--- config.mk ---
export PLATFORM = sky130hd
export DESIGN_NAME = memory_access_stage
export DESIGN_NICKNAME = d
export VERILOG_FILES = /design/src/rtl/memory_access_stage.sv
export SDC_FILE = /design/constraint.sdc
export NUM_CORES = 1
export LEC_CHECK = 0
export ABC_CLOCK_PERIOD_IN_PS = 3400
export BUFFER_PORTS_ARGS = -buffer_cell sky130_fd_sc_hd__buf_2
export CORE_ASPECT_RATIO = 1.5
export CORE_UTILIZATION = 50
export DETAILED_ROUTE_END_ITERATION = 12
export PLACE_DENSITY = 0.8
export SLEW_MARGIN = 5
export SYNTH_ARGS = -nofsm -noshare
export SYNTH_HDL_FRONTEND = slang
export SYNTH_SLANG_ARGS = --single-unit
--- constraint.sdc ---
create_clock -name clk -period 3.4 [get_ports clk]
set_clock_uncertainty 0.1 [all_clocks]
set_input_delay 0 -clock clk [delete_from_list [all_inputs] [get_ports clk]]
set_output_delay 0 -clock clk [all_outputs]
set_load 0.01 [all_outputs]
--- src/rtl/memory_access_stage.sv ---
// Memory-access pipeline stage: 1-cycle ALU pass-through; loads/stores run a req/ack handshake
// on the data memory, stalling EX, with a watchdog abort. Optional forwarding outputs: MA_FWD_EN.
module memory_access_stage #(
  parameter int         DATA_WIDTH     = 16,
  parameter int         ADDR_WIDTH     = 16,
  parameter int         REG_IDX_WIDTH  = 5,
  parameter int         CTRL_WIDTH     = 5,
  parameter logic [3:0] LOAD_OP        = 4'b1100,
  parameter logic [3:0] STORE_OP       = 4'b1110,
  parameter int         TIMEOUT_CYCLES = 255
) (
  input  logic                     clk,
  input  logic                     reset,
  input  logic                     valid_ex,
  input  logic [CTRL_WIDTH-1:0]    control_ex,
  input  logic [REG_IDX_WIDTH-1:0] dest_reg_index_ex,
  input  logic                     dest_reg_write_en_ex,
  input  logic [DATA_WIDTH-1:0]    result_ex,
  input  logic [DATA_WIDTH-1:0]    store_data_ex,
  output logic                     stall_ma,
  output logic                     mem_req,
  output logic                     mem_we,
  output logic [ADDR_WIDTH-1:0]    mem_addr,
  output logic [DATA_WIDTH-1:0]    mem_wdata,
  input  logic [DATA_WIDTH-1:0]    mem_rdata,
  input  logic                     mem_ack,
  output logic                     valid_ma,
  output logic [CTRL_WIDTH-1:0]    control_ma,
  output logic [REG_IDX_WIDTH-1:0] dest_reg_index_ma,
  output logic                     dest_reg_write_en_ma,
  output logic [DATA_WIDTH-1:0]    result_ma,
  output logic [DATA_WIDTH-1:0]    data_ma,
`ifdef MA_FWD_EN
  output logic                     fwd_valid_ma,
  output logic [REG_IDX_WIDTH-1:0] fwd_index_ma,
  output logic [DATA_WIDTH-1:0]    fwd_data_ma,
`endif
  output logic                     mem_err
);

  typedef enum logic {IDLE, WAIT_ACK} state_t;

  // The counter holds the number of completed no-ack wait cycles, so the abort fires at the
  // end of the TIMEOUT_CYCLES-th request cycle.
  localparam logic [7:0] LAST_WAIT = 8'(TIMEOUT_CYCLES - 1);

  state_t                   state;
  state_t                   state_nxt;
  logic [7:0]               wait_cnt;
  logic [CTRL_WIDTH-1:0]    cap_control;
  logic [REG_IDX_WIDTH-1:0] cap_index;
  logic                     cap_wen;
  logic [DATA_WIDTH-1:0]    cap_result;

  logic is_mem_ex;
  logic accept_mem;
  logic accept_alu;
  logic in_wait;
  logic retire_mem;
  logic timeout_hit;

  assign is_mem_ex   = (control_ex[3:0] == LOAD_OP) || (control_ex[3:0] == STORE_OP);
  assign accept_mem  = (state == IDLE) && valid_ex && is_mem_ex;
  assign accept_alu  = (state == IDLE) && valid_ex && !is_mem_ex;
  assign in_wait     = (state == WAIT_ACK);
  assign retire_mem  = in_wait && mem_ack;
  assign timeout_hit = in_wait && !mem_ack && (wait_cnt == LAST_WAIT);

  // State register
  always_ff @(posedge clk or posedge reset) begin
    if (reset) state <= IDLE;
    else       state <= state_nxt;
  end

  // Next-state logic
  always_comb begin
    state_nxt = state;
    case (state)
      IDLE:     if (accept_mem) state_nxt = WAIT_ACK;
      WAIT_ACK: if (mem_ack || timeout_hit) state_nxt = IDLE;
      default:  state_nxt = IDLE;
    endcase
  end

  // Output logic: EX is held for the whole access, including the ack cycle.
  always_comb begin
    stall_ma = 1'b0;
    case (state)
      WAIT_ACK: stall_ma = 1'b1;
      default:  stall_ma = 1'b0;
    endcase
  end

  always_ff @(posedge clk or posedge reset) begin
    if (reset)           wait_cnt <= '0;
    else if (accept_mem) wait_cnt <= '0;
    else if (in_wait)    wait_cnt <= wait_cnt + 8'd1;
  end

  // Memory request port: fields stay stable for the whole request.
  always_ff @(posedge clk or posedge reset) begin
    if (reset) begin
      mem_req   <= 1'b0;
      mem_we    <= 1'b0;
      mem_addr  <= '0;
      mem_wdata <= '0;
    end else if (accept_mem) begin
      mem_req   <= 1'b1;
      mem_we    <= (control_ex[3:0] == STORE_OP);
      mem_addr  <= result_ex[ADDR_WIDTH-1:0];
      mem_wdata <= store_data_ex;
    end else if (retire_mem || timeout_hit) begin
      mem_req   <= 1'b0;
    end
  end

  always_ff @(posedge clk or posedge reset) begin
    if (reset) begin
      cap_control <= '0;
      cap_index   <= '0;
      cap_wen     <= 1'b0;
      cap_result  <= '0;
    end else if (accept_mem) begin
      cap_control <= control_ex;
      cap_index   <= dest_reg_index_ex;
      cap_wen     <= dest_reg_write_en_ex;
      cap_result  <= result_ex;
    end
  end

  // Writeback bundle; fields other than valid/write-enable hold when nothing retires.
  always_ff @(posedge clk or posedge reset) begin
    if (reset) begin
      valid_ma             <= 1'b0;
      control_ma           <= '0;
      dest_reg_index_ma    <= '0;
      dest_reg_write_en_ma <= 1'b0;
      result_ma            <= '0;
      data_ma              <= '0;
    end else if (accept_alu) begin
      valid_ma             <= 1'b1;
      control_ma           <= control_ex;
      dest_reg_index_ma    <= dest_reg_index_ex;
      dest_reg_write_en_ma <= dest_reg_write_en_ex;
      result_ma            <= result_ex;
      data_ma              <= '0;
    end else if (retire_mem) begin
      valid_ma             <= 1'b1;
      control_ma           <= cap_control;
      dest_reg_index_ma    <= cap_index;
      dest_reg_write_en_ma <= mem_we ? 1'b0 : cap_wen;
      result_ma            <= cap_result;
      data_ma              <= mem_we ? '0 : mem_rdata;
    end else begin
      valid_ma             <= 1'b0;
      dest_reg_write_en_ma <= 1'b0;
    end
  end

  always_ff @(posedge clk or posedge reset) begin
    if (reset)            mem_err <= 1'b0;
    else if (timeout_hit) mem_err <= 1'b1;
  end

`ifdef MA_FWD_EN
  assign fwd_valid_ma = valid_ma && dest_reg_write_en_ma;
  assign fwd_index_ma = dest_reg_index_ma;
  assign fwd_data_ma  = (control_ma[3:0] == LOAD_OP) ? data_ma : result_ma;
`endif

endmodule

==> flow_summary_export.csv <==
group,metric,value,unit
worst_setup_path,r2r-start,"in_wait",
status,result_of_the_run,"finished clean",
die,chipWidth,75.9,um
grt,global_route.usage.total,0.251,
cts,cts.htree.levels,3,
grt,grt_pass1_vias,3292,
synth,synth_top_area_frac,0.605,
cts,cts_tree,"yes",
place,globalplace.congestion,0.794,
cells_and_area,leading_cell_type_in_the_layout_fill_and_taps_excluded,"sky130_fd_sc_hd__buf_2",
timing,rsz0062_at_grt,"no",
place,hpwlAfterDp,6.40,mm
worst_setup_path,critical_path.startpoint_type,"flop",
cells_and_area,drive_above_1_share,0.413,
route,antenna_left,0,
worst_setup_path,critPathKind,"reg2reg",
cells_and_area,areaGrowthSynthToFinish,39.7,%
synth,post-synth-top-area-cell,"sky130_fd_sc_hd__dfrtp_1",
cts,cts_sinks,99,
die,fp.dieArea,0.00856,mm2
timing,worst-slew-pin-transition,0.729,ns
worst_setup_path,sort_of_element_at_the_end_of_the_critical_path,"flop",
worst_setup_path,crit_end,"cap_result[7]",
synth,syn_inst,318,
die,initial_utilization,0.515,
route,detail_route.vias_per_cell,5.44,
timing,setup_viol,0,
power,static_leakage,0.00282,uW
power,total_power,3130,uW
synth,synth_enable_flop_cells,0,
grt,grt_max_degree,46,
min_path,hold_class,"in2async",
worst_setup_path,required,3.53,ns
grt,grt_antenna_before_repair,1,
timing,fin_setup_tns,0,ns
place,numPlacedInstances,548,
worst_setup_path,ff2ff_setup_slack,1.19,ns
grt,grt_pass1_wl,15.9,mm
die,overall_die_height,113,um
timing,final.min_clock_period,2.21,ns
timing,slew_headroom,0.513,
cts,cts.repair_timing.setup_buffer_count,0,
route,wirelength,10.2,mm
power,ir_worst_vdd,0.333,mV
worst_setup_path,cp_data_arrival_time,2.34,ns
synth,yosysWarnings,0,
timing,achievable-frequency,453,MHz
die,rows,40,
worst_setup_path,critical_path_peak_fanout,27,
worst_setup_path,worstSetupStartpoint,"in_wait",
synth,synth_seq_area_share,0.605,
route,detailedRoute.firstPassIterationCount,4,
synth,synth-seq-cells,99,
place,place_ws,1.21,ns
cts,clock_tree.buffer_depth,2,
synth,synth_top_flop_cell,"sky130_fd_sc_hd__dfrtp_1",
synth,yosys-top-cells-area,"sky130_fd_sc_hd__dfrtp_1 (60%), sky130_fd_sc_hd__mux2_2 (11%), sky130_fd_sc_hd__a221o_1 (6.1%)",
synth,synthDistinctLibCells,36,
die,ioPinCount,143,
synth,asyncSetResetFlopFracSynth,1.00,
timing,report.final.slew_viol_count,0,
cells_and_area,nNetsFinal,580,
synth,syn-mean-instance-area,12.9,um2
timing,final_min_period_over_clock_period,0.650,
timing,setup_ws,1.19,ns
synth,post_synth_instance_area,0.00410,mm2
route,drt_drc_violations_left,0,
flow_run,maxCapViolations,0,
place,port_buffers,142,
cts,clk_pin_slew_worst_paths,0.07,ns
worst_setup_path,crit-reg2reg-capture,"cap_result[7]",
route,via_count,3406,
cells_and_area,most-common-layout-cells,"sky130_fd_sc_hd__buf_2 (142), sky130_fd_sc_hd__dfrtp_1 (99), sky130_fd_sc_hd__dlygate4sd3_1 (61), sky130_fd_sc_hd__mux2_2 (41)",
cts,number_of_clock_buffers_inserted_by_tritoncts,9,
route,drt_wl_cell,16.3,um
power,power.density_cell_area,546,mW/mm2
grt,overflow,0,
cells_and_area,n_fill_cell,537,
worst_setup_path,r2r_depth,4,
cells_and_area,finish.cell_count_without_fillers,626,
route,drt_iter0_markers,287,
synth,synth.net_count,383,
cts,root_buffer,"sky130_fd_sc_hd__clkbuf_16",
die,fp.coreArea,0.00796,mm2
cts,clkLatencyLatePin,0.34,ns
timing,timing_hold_violations_final,0,
==> cells by family after synthesis <==
logic type | after synthesis | synth area share
buffers and inverters | 30 | 0.0449
flip-flops | 99 | 0.605
XOR/XNOR | 3 | 0.00642
AND/OR/NAND/NOR | 87 | 0.116
adder cells (fa/ha/maj) | 2 | 0.00611
AO/OA/AOI/OAI | 56 | 0.108
multiplexers | 41 | 0.113
==> cell usage after synthesis (2+ instances only) <==
cell                        n
sky130_fd_sc_hd__a21oi_1   17
sky130_fd_sc_hd__inv_1      7
sky130_fd_sc_hd__a221o_1   25
sky130_fd_sc_hd__buf_6      7
sky130_fd_sc_hd__dfrtp_1   99
sky130_fd_sc_hd__ha_1       2
sky130_fd_sc_hd__buf_4      2
sky130_fd_sc_hd__nor2b_1    3
sky130_fd_sc_hd__nand3_1   16
sky130_fd_sc_hd__and3_1    25
sky130_fd_sc_hd__and2_1     2
sky130_fd_sc_hd__mux2_2    41
sky130_fd_sc_hd__nand4_1    4
sky130_fd_sc_hd__nor2_1     4
sky130_fd_sc_hd__nand2_1   25
sky130_fd_sc_hd__o21ai_0    4
sky130_fd_sc_hd__clkbuf_1   5
sky130_fd_sc_hd__xor2_1     3
sky130_fd_sc_hd__buf_2      9
sky130_fd_sc_hd__or2_2      2
==> state kept, by name, summed over array words and instances, names as in the netlist <==
register              flops
cap_control               5
cap_index                 5
cap_result               16
cap_wen                   1
control_ma                5
data_ma                  16
dest_reg_index_ma         5
dest_reg_write_en_ma      1
in_wait                   1
mem_err                   1
mem_req                   1
mem_wdata                16
mem_we                    1
result_ma                16
valid_ma                  1
wait_cnt                  8
==> worst min-delay path by stage <==
| stage | from | to | slack [ns] | depth (start not counted) |
|---|---|---|---|---|
| floorplan | dest_reg_write_en_ex | dest_reg_write_en_ma | 0.03 | 1 |
| global placement | reset | mem_wdata[7] | -0.02 | 2 |
| detailed placement | reset | data_ma[4] | -0.007 | 2 |
| CTS | reset | data_ma[4] | 0.18 | 3 |
| global route | reset | data_ma[4] | 0.21 | 3 |
| finish | reset | data_ma[4] | 0.16 | 3 |
==> metrics by stage <==
| step | util | instance area, um2 | hold WS [ns] |
|---|---|---|---|
| 3_5_place_dp | 0.608 | 4840 | -0.00708 |
| 2_1_floorplan | - | 4100 | 0.0331 |
| 3_3_place_gp | 0.608 | 4840 | -0.0195 |
| 4_1_cts | 0.719 | 5720 | 0.181 |
| 5_1_grt | 0.719 | 5720 | 0.213 |
| 6_report | 0.719 | 5720 | 0.156 |
==> repair_timing <==
action,CTS,global route
hold buffers,61,0
endpoints found under the hold margin,130,0
resized for setup,0,0
==> final cells by class <==
| class | instances | area [um2] | area share |
|---|---|---|---|
| Clock buffer | 12 | 246 | 0.0431 |
| Timing Repair Buffer | 209 | 1370 | 0.239 |
| Sequential cell | 99 | 2480 | 0.433 |
| Inverter | 7 | 28.8 | 0.00503 |
| Antenna cell | 1 | 2.50 | 0.000437 |
| Multi-Input combinational cell | 189 | 1440 | 0.252 |
| Clock inverter | 4 | 26.3 | 0.00459 |
| Tap cell | 105 | 131 | 0.0230 |
==> worst max-delay path, cell delays in order (launching register included) <==
cell and delay (ns):
sky130_fd_sc_hd__dfrtp_1 0.50, sky130_fd_sc_hd__nor2b_2 0.51, sky130_fd_sc_hd__nor2b_4 0.26, sky130_fd_sc_hd__buf_4 0.34, sky130_fd_sc_hd__mux2_2 0.39
==> where the power goes <==
part / total [uW] / switching [uW] / internal, uW
combinational: 658 / 315 / 343
sequential: 1530 / 147 / 1380
clock: 944 / 428 / 515
total: 3130 / 890 / 2240
==> layer usage <==
layer  GRT usage  wire (um)  up-vias  share of wire
met5           0          0        -              0
met4       0.115        334        0          0.033
met3      0.0614        486       28          0.048
met2       0.403       5260      122           0.52
met1       0.312       4110     1703           0.40
li1            -          -     1553              -
No activity file was read; power rests on OpenSTA's default activity.
